$ cat config.mk
export PLATFORM = sky130hd
export DESIGN_NAME = game_flow_ctrl
export DESIGN_NICKNAME = d
export VERILOG_FILES = /design/src/rtl/game_flow_ctrl.sv
export SDC_FILE = /design/constraint.sdc
export NUM_CORES = 1
export LEC_CHECK = 0
export BUFFER_PORTS_ARGS = -buffer_cell sky130_fd_sc_hd__clkbuf_2
export CORE_AREA = 4 4 43 45
export CTS_CLUSTER_DIAMETER = 150
export DETAILED_ROUTE_END_ITERATION = 12
export DIE_AREA = 0 0 47 49
export GPL_ROUTABILITY_DRIVEN = 0
export GPL_TIMING_DRIVEN = 1
export PLACE_DENSITY = 0.7
export SYNTH_ARGS = -nofsm -noshare
export SYNTH_HDL_FRONTEND = slang
export SYNTH_SLANG_ARGS = --single-unit
$ cat constraint.sdc
create_clock -name clk -period 1.1 [get_ports clk]
set_input_delay 0.275 -clock clk [delete_from_list [all_inputs] [get_ports clk]]
set_output_delay 0.275 -clock clk [all_outputs]
set_load 0.05 [all_outputs]
$ cat src/rtl/game_flow_ctrl.sv
// Turn-based game flow controller: menu, play, pause and settle phases with player rotation.
// Optional turn timer (prescaler, per-turn countdown, forfeit) is built when TURN_TIMER_EN is defined.
module game_flow_ctrl #(
    parameter int unsigned NUM_PLAYERS = 2,
    parameter int unsigned TURN_TICKS  = 30,
    parameter int unsigned TICK_DIV    = 100000000
) (
    input  logic       clk,
    input  logic       rst,
    input  logic       is_pressed,
    input  logic       pause_req,
    input  logic       move_done,
    input  logic       game_over,
    input  logic [2:0] game_over_player,
    output logic [1:0] state,
    output logic [2:0] cur_player,
    output logic [7:0] time_left,
    output logic [2:0] winner,
    output logic       timeout,
    output logic       sound_req
);

    if (NUM_PLAYERS < 2 || NUM_PLAYERS > 8 || TURN_TICKS < 1 || TURN_TICKS > 255 ||
        TICK_DIV < 2) begin : g_param_check
        $error("game_flow_ctrl: parameter out of range");
    end

    typedef enum logic [1:0] {
        StMenu   = 2'd0,
        StPlay   = 2'd1,
        StPause  = 2'd2,
        StSettle = 2'd3
    } state_e;

    state_e     state_q, state_d;
    logic [2:0] cur_player_q, cur_player_d;
    logic [2:0] winner_q, winner_d;
    logic       sound_req_q, sound_req_d;
    logic [2:0] next_player;
    logic       play_start;
    logic       play_active;
    logic       end_game;
    logic       turn_move;
    logic       forfeit;

    // Events resolved in priority order: game_over > pause_req > move_done > timer.
    assign play_start  = (state_q == StMenu) && is_pressed;
    assign end_game    = (state_q == StPlay) && game_over;
    assign play_active = (state_q == StPlay) && !game_over && !pause_req;
    assign turn_move   = play_active && move_done;
    assign next_player = (cur_player_q == 3'(NUM_PLAYERS - 1)) ? 3'd0 : cur_player_q + 3'd1;

    always_ff @(posedge clk or posedge rst) begin
        if (rst) begin
            state_q <= StMenu;
        end else begin
            state_q <= state_d;
        end
    end

    always_comb begin
        state_d = state_q;
        unique case (state_q)
            StMenu:   if (is_pressed) state_d = StPlay;
            StPlay: begin
                if (game_over) begin
                    state_d = StSettle;
                end else if (pause_req) begin
                    state_d = StPause;
                end
            end
            StPause:  if (pause_req) state_d = StPlay;
            StSettle: if (is_pressed) state_d = StMenu;
            default:  state_d = StMenu;
        endcase
    end

`ifdef TURN_TIMER_EN
    localparam int unsigned PW = $clog2(TICK_DIV);

    logic [PW-1:0] presc_q, presc_d;
    logic [7:0]    time_left_q, time_left_d;
    logic          timeout_q, timeout_d;
    logic          tick;

    // A move in the same cycle as the wrap takes precedence and restarts the turn.
    assign tick    = play_active && !move_done && (presc_q == PW'(TICK_DIV - 1));
    assign forfeit = tick && (time_left_q <= 8'd1);

    always_comb begin
        presc_d     = presc_q;
        time_left_d = time_left_q;
        timeout_d   = 1'b0;
        if (play_start || turn_move) begin
            presc_d     = '0;
            time_left_d = 8'(TURN_TICKS);
        end else if (play_active) begin
            presc_d = tick ? '0 : presc_q + PW'(1);
            if (forfeit) begin
                time_left_d = 8'(TURN_TICKS);
                timeout_d   = 1'b1;
            end else if (tick) begin
                time_left_d = time_left_q - 8'd1;
            end
        end
    end

    always_ff @(posedge clk or posedge rst) begin
        if (rst) begin
            presc_q     <= '0;
            time_left_q <= '0;
            timeout_q   <= 1'b0;
        end else begin
            presc_q     <= presc_d;
            time_left_q <= time_left_d;
            timeout_q   <= timeout_d;
        end
    end

    assign time_left = time_left_q;
    assign timeout   = timeout_q;
`else
    assign forfeit   = 1'b0;
    assign time_left = '0;
    assign timeout   = 1'b0;
`endif

    always_comb begin
        cur_player_d = cur_player_q;
        winner_d     = winner_q;
        sound_req_d  = 1'b0;
        if (play_start) begin
            cur_player_d = '0;
            winner_d     = '0;
        end else if (end_game) begin
            winner_d    = game_over_player;
            sound_req_d = 1'b1;
        end else if (turn_move || forfeit) begin
            cur_player_d = next_player;
            sound_req_d  = 1'b1;
        end
    end

    always_ff @(posedge clk or posedge rst) begin
        if (rst) begin
            cur_player_q <= '0;
            winner_q     <= '0;
            sound_req_q  <= 1'b0;
        end else begin
            cur_player_q <= cur_player_d;
            winner_q     <= winner_d;
            sound_req_q  <= sound_req_d;
        end
    end

    assign state      = state_q;
    assign cur_player = cur_player_q;
    assign winner     = winner_q;
    assign sound_req  = sound_req_q;

endmodule

==> results_dict.tcl <==
set metrics [dict create \
    maxSlewViolCount 0 \
    grt_max_degree 12 \
    critPathLaunchType "flop" \
    syn_area_per_cell_um2 10.5 \
    fillCellCount 125 \
    antenna_found_initial 0 \
    finClkSkew_ns 0.00252 \
    drtAntennaViolNets 0 \
    critical_path_class "flop to primary output" \
    p_leak_uw 0.000454 \
    clock_path_buffers 2 \
    drcViolationCount 0 \
    core_area_mm2 0.00147 \
    cts_max_level 1 \
    port_buffers 17 \
    drt_pass1_iterations 4 \
    crit_fanout 4 \
    required_ns 0.82 \
    clock_latency_ns 0.26 \
    synthFlopType "dfrtp_1" \
    drtIter0Drc 6 \
    synth_cells 53 \
    critical_path_depth 2 \
    cts_tree "done" \
    clock-sinks 9 \
    crit_buf_inv 2 \
    peakVddDrop_mv 1.53 \
    fin_nets 98 \
    rr_worst_depth 4 \
    power_density_mw_per_mm2 2700 \
    post-place-cells 90 \
    synth_area_um2 558 \
    synth_edf_count 0 \
    dieArea_mm2 0.00230 \
    hpwl_um 942 \
    drive_gt1_frac 0.545 \
    setup_viol 10 \
    finalWirelength_mm 1.32 \
    clock.fmax_mhz 807 \
    ys_warn_count 0 \
    fin_crit_sh 1.13 \
    synth_area_leaders "dfrtp_1, buf_4, a22o_1, nand4bb_4, mux2i_1" \
    synth_seq_cells 9 \
    cp-end-kind "primary output" \
    max_stage_delay_ns 0.43 \
    arrival_ns 0.96 \
    hold_viol 0 \
    failed_checks "negative setup slack" \
    place_area_um2 671 \
    ys_async_sr_fraction 1.00 \
    synth_common_cells "buf_4, dfrtp_1, a22o_1, nand2_1" \
    first_global_vias 519 \
    synth_top_area_cell "dfrtp_1" \
    viasPerCell 4.74 \
    cts_inserted_buffers 3 \
    cts-root-buf "clkbuf_4" \
    grt_first_pass_wirelength_mm 2.22 \
    synth_top_area_frac 0.404 \
    status "complete, but fails checks" \
    grtUsageTotal 0.132 \
    row_count 14 \
    cap_viol_max_count 0 \
    cp_top_family "flip-flops" \
    cp_slowest_cell "dfrtp_2" \
    grt_overflow 0 \
    detail_route.wl_per_cell_um 12.7 \
    vias 493 \
    fin_util 0.635 \
    yosysSeqAreaShare 0.404 \
    die_y_um 49 \
    rsz0062_at_grt "yes" \
    die_x_um 47 \
    worstPathCellList "buf_6 -> clkbuf_16" \
    start_util 0.379 \
    finalWorstSetupSlack_ns -0.140 \
    multi_input_area_um2 313 \
    hp-class "primary input to flop" \
    synth_cell_types 21 \
    final_cell_area_um2 935 \
    tns_ns -0.734 \
    seq_area_um2 230 \
    fin_crit_ns 1.24 \
    clk_pin_slew_ns 0.06 \
    syn_to_final_growth_pct 67.5 \
    diodes 0 \
    pin_count 27 \
    stdcell_count 104 \
    whs_path_depth 3 \
]
==> cells by family after synthesis <==
family,synth area share
other,0.00672
AOI/OAI and AO/OA,0.235
and+or+nand+nor,0.168
DFF,0.404
buffers and inverters,0.150
muxes,0.0359
==> placed cells by master, fill, tap and decap left out, types with 2 or more instances in the layout <==
| cell type | n |
|---|---|
| a22o_1 | 6 |
| buf_4 | 12 |
| buf_6 | 2 |
| buf_8 | 8 |
| clkbuf_16 | 2 |
| clkbuf_2 | 8 |
| clkbuf_4 | 3 |
| conb_1 | 9 |
| dfrtp_1 | 5 |
| dfrtp_2 | 4 |
| inv_1 | 3 |
| mux2i_1 | 2 |
| nand2_1 | 5 |
| nand2b_1 | 2 |
| nor2_1 | 2 |
==> cell type report <==
| cell class | count | share of cell area |
|---|---|---|
| Clock buffer | 3 | 0.0241 |
| Clock inverter | 1 | 0.00535 |
| Multi-Input combinational cell | 39 | 0.335 |
| Timing Repair Buffer | 33 | 0.356 |
| Sequential cell | 9 | 0.246 |
| Inverter | 3 | 0.0120 |
| Tap cell | 16 | 0.0214 |
==> per-stage QoR <==
step / hold slack (ns) / power, uW / setup slack (ns)
2_1_floorplan: 0.103 / 1350 / -0.198
3_3_place_gp: 0.229 / 1610 / -0.0602
3_5_place_dp: 0.241 / 1630 / -0.0815
4_1_cts: 0.326 / 2400 / -0.152
5_1_grt: 0.348 / 2650 / -0.170
6_report: 0.341 / 2520 / -0.140
==> path summary, 6_finish.rpt <==
kind	startpoint	end	slack, ns
max in group asynchronous	rst	state[1]	0.33
setup / recovery	state[1]	state[1]	-0.14
hold / removal	game_over_player[1]	winner[1]	0.34
min in group asynchronous	rst	winner[2]	0.50
hold reg to reg	winner[1]	winner[1]	0.59
setup reg to reg	state[1]	winner[2]	-0.11
==> worst register-to-register path, delay by kind of cell, from the launching register on <==
| family | cells | cell delay [ns] |
|---|---|---|
| buf+inv | 2 | 0.29 |
| compound gates | 2 | 0.40 |
| flops | 1 | 0.43 |
==> routing by layer <==
layer / track usage / up-vias / part of all wire
met4: 0.0553 / 0 / 0
met3: 0.0369 / 0 / 0.068
met1: 0.155 / 235 / 0.39
li1: - / 241 / -
met2: 0.215 / 17 / 0.55
met5: 0 / - / 0
==> sequential cells by signal (all words and copies together), names as in the netlist <==
name,cells
sound_req,1
winner,3
state,2
cur_player,3
==> power breakdown <==
| group | leakage, uW | internal [uW] | switching, uW |
|---|---|---|---|
| sequential | 0.000111 | 450 | 104 |
| combinational | 0.000325 | 864 | 853 |
| clock | 0.0000177 | 134 | 118 |
==> repair_timing <==
action                     CTS  global route
gates resized for setup     28            10
pin swaps                    3             4
hold buffers                 1             0
hold endpoints to repair     9             0
setup endpoints to repair   14            16
setup buffers                6             3
Note: power is estimated with default switching activity, not from simulation.
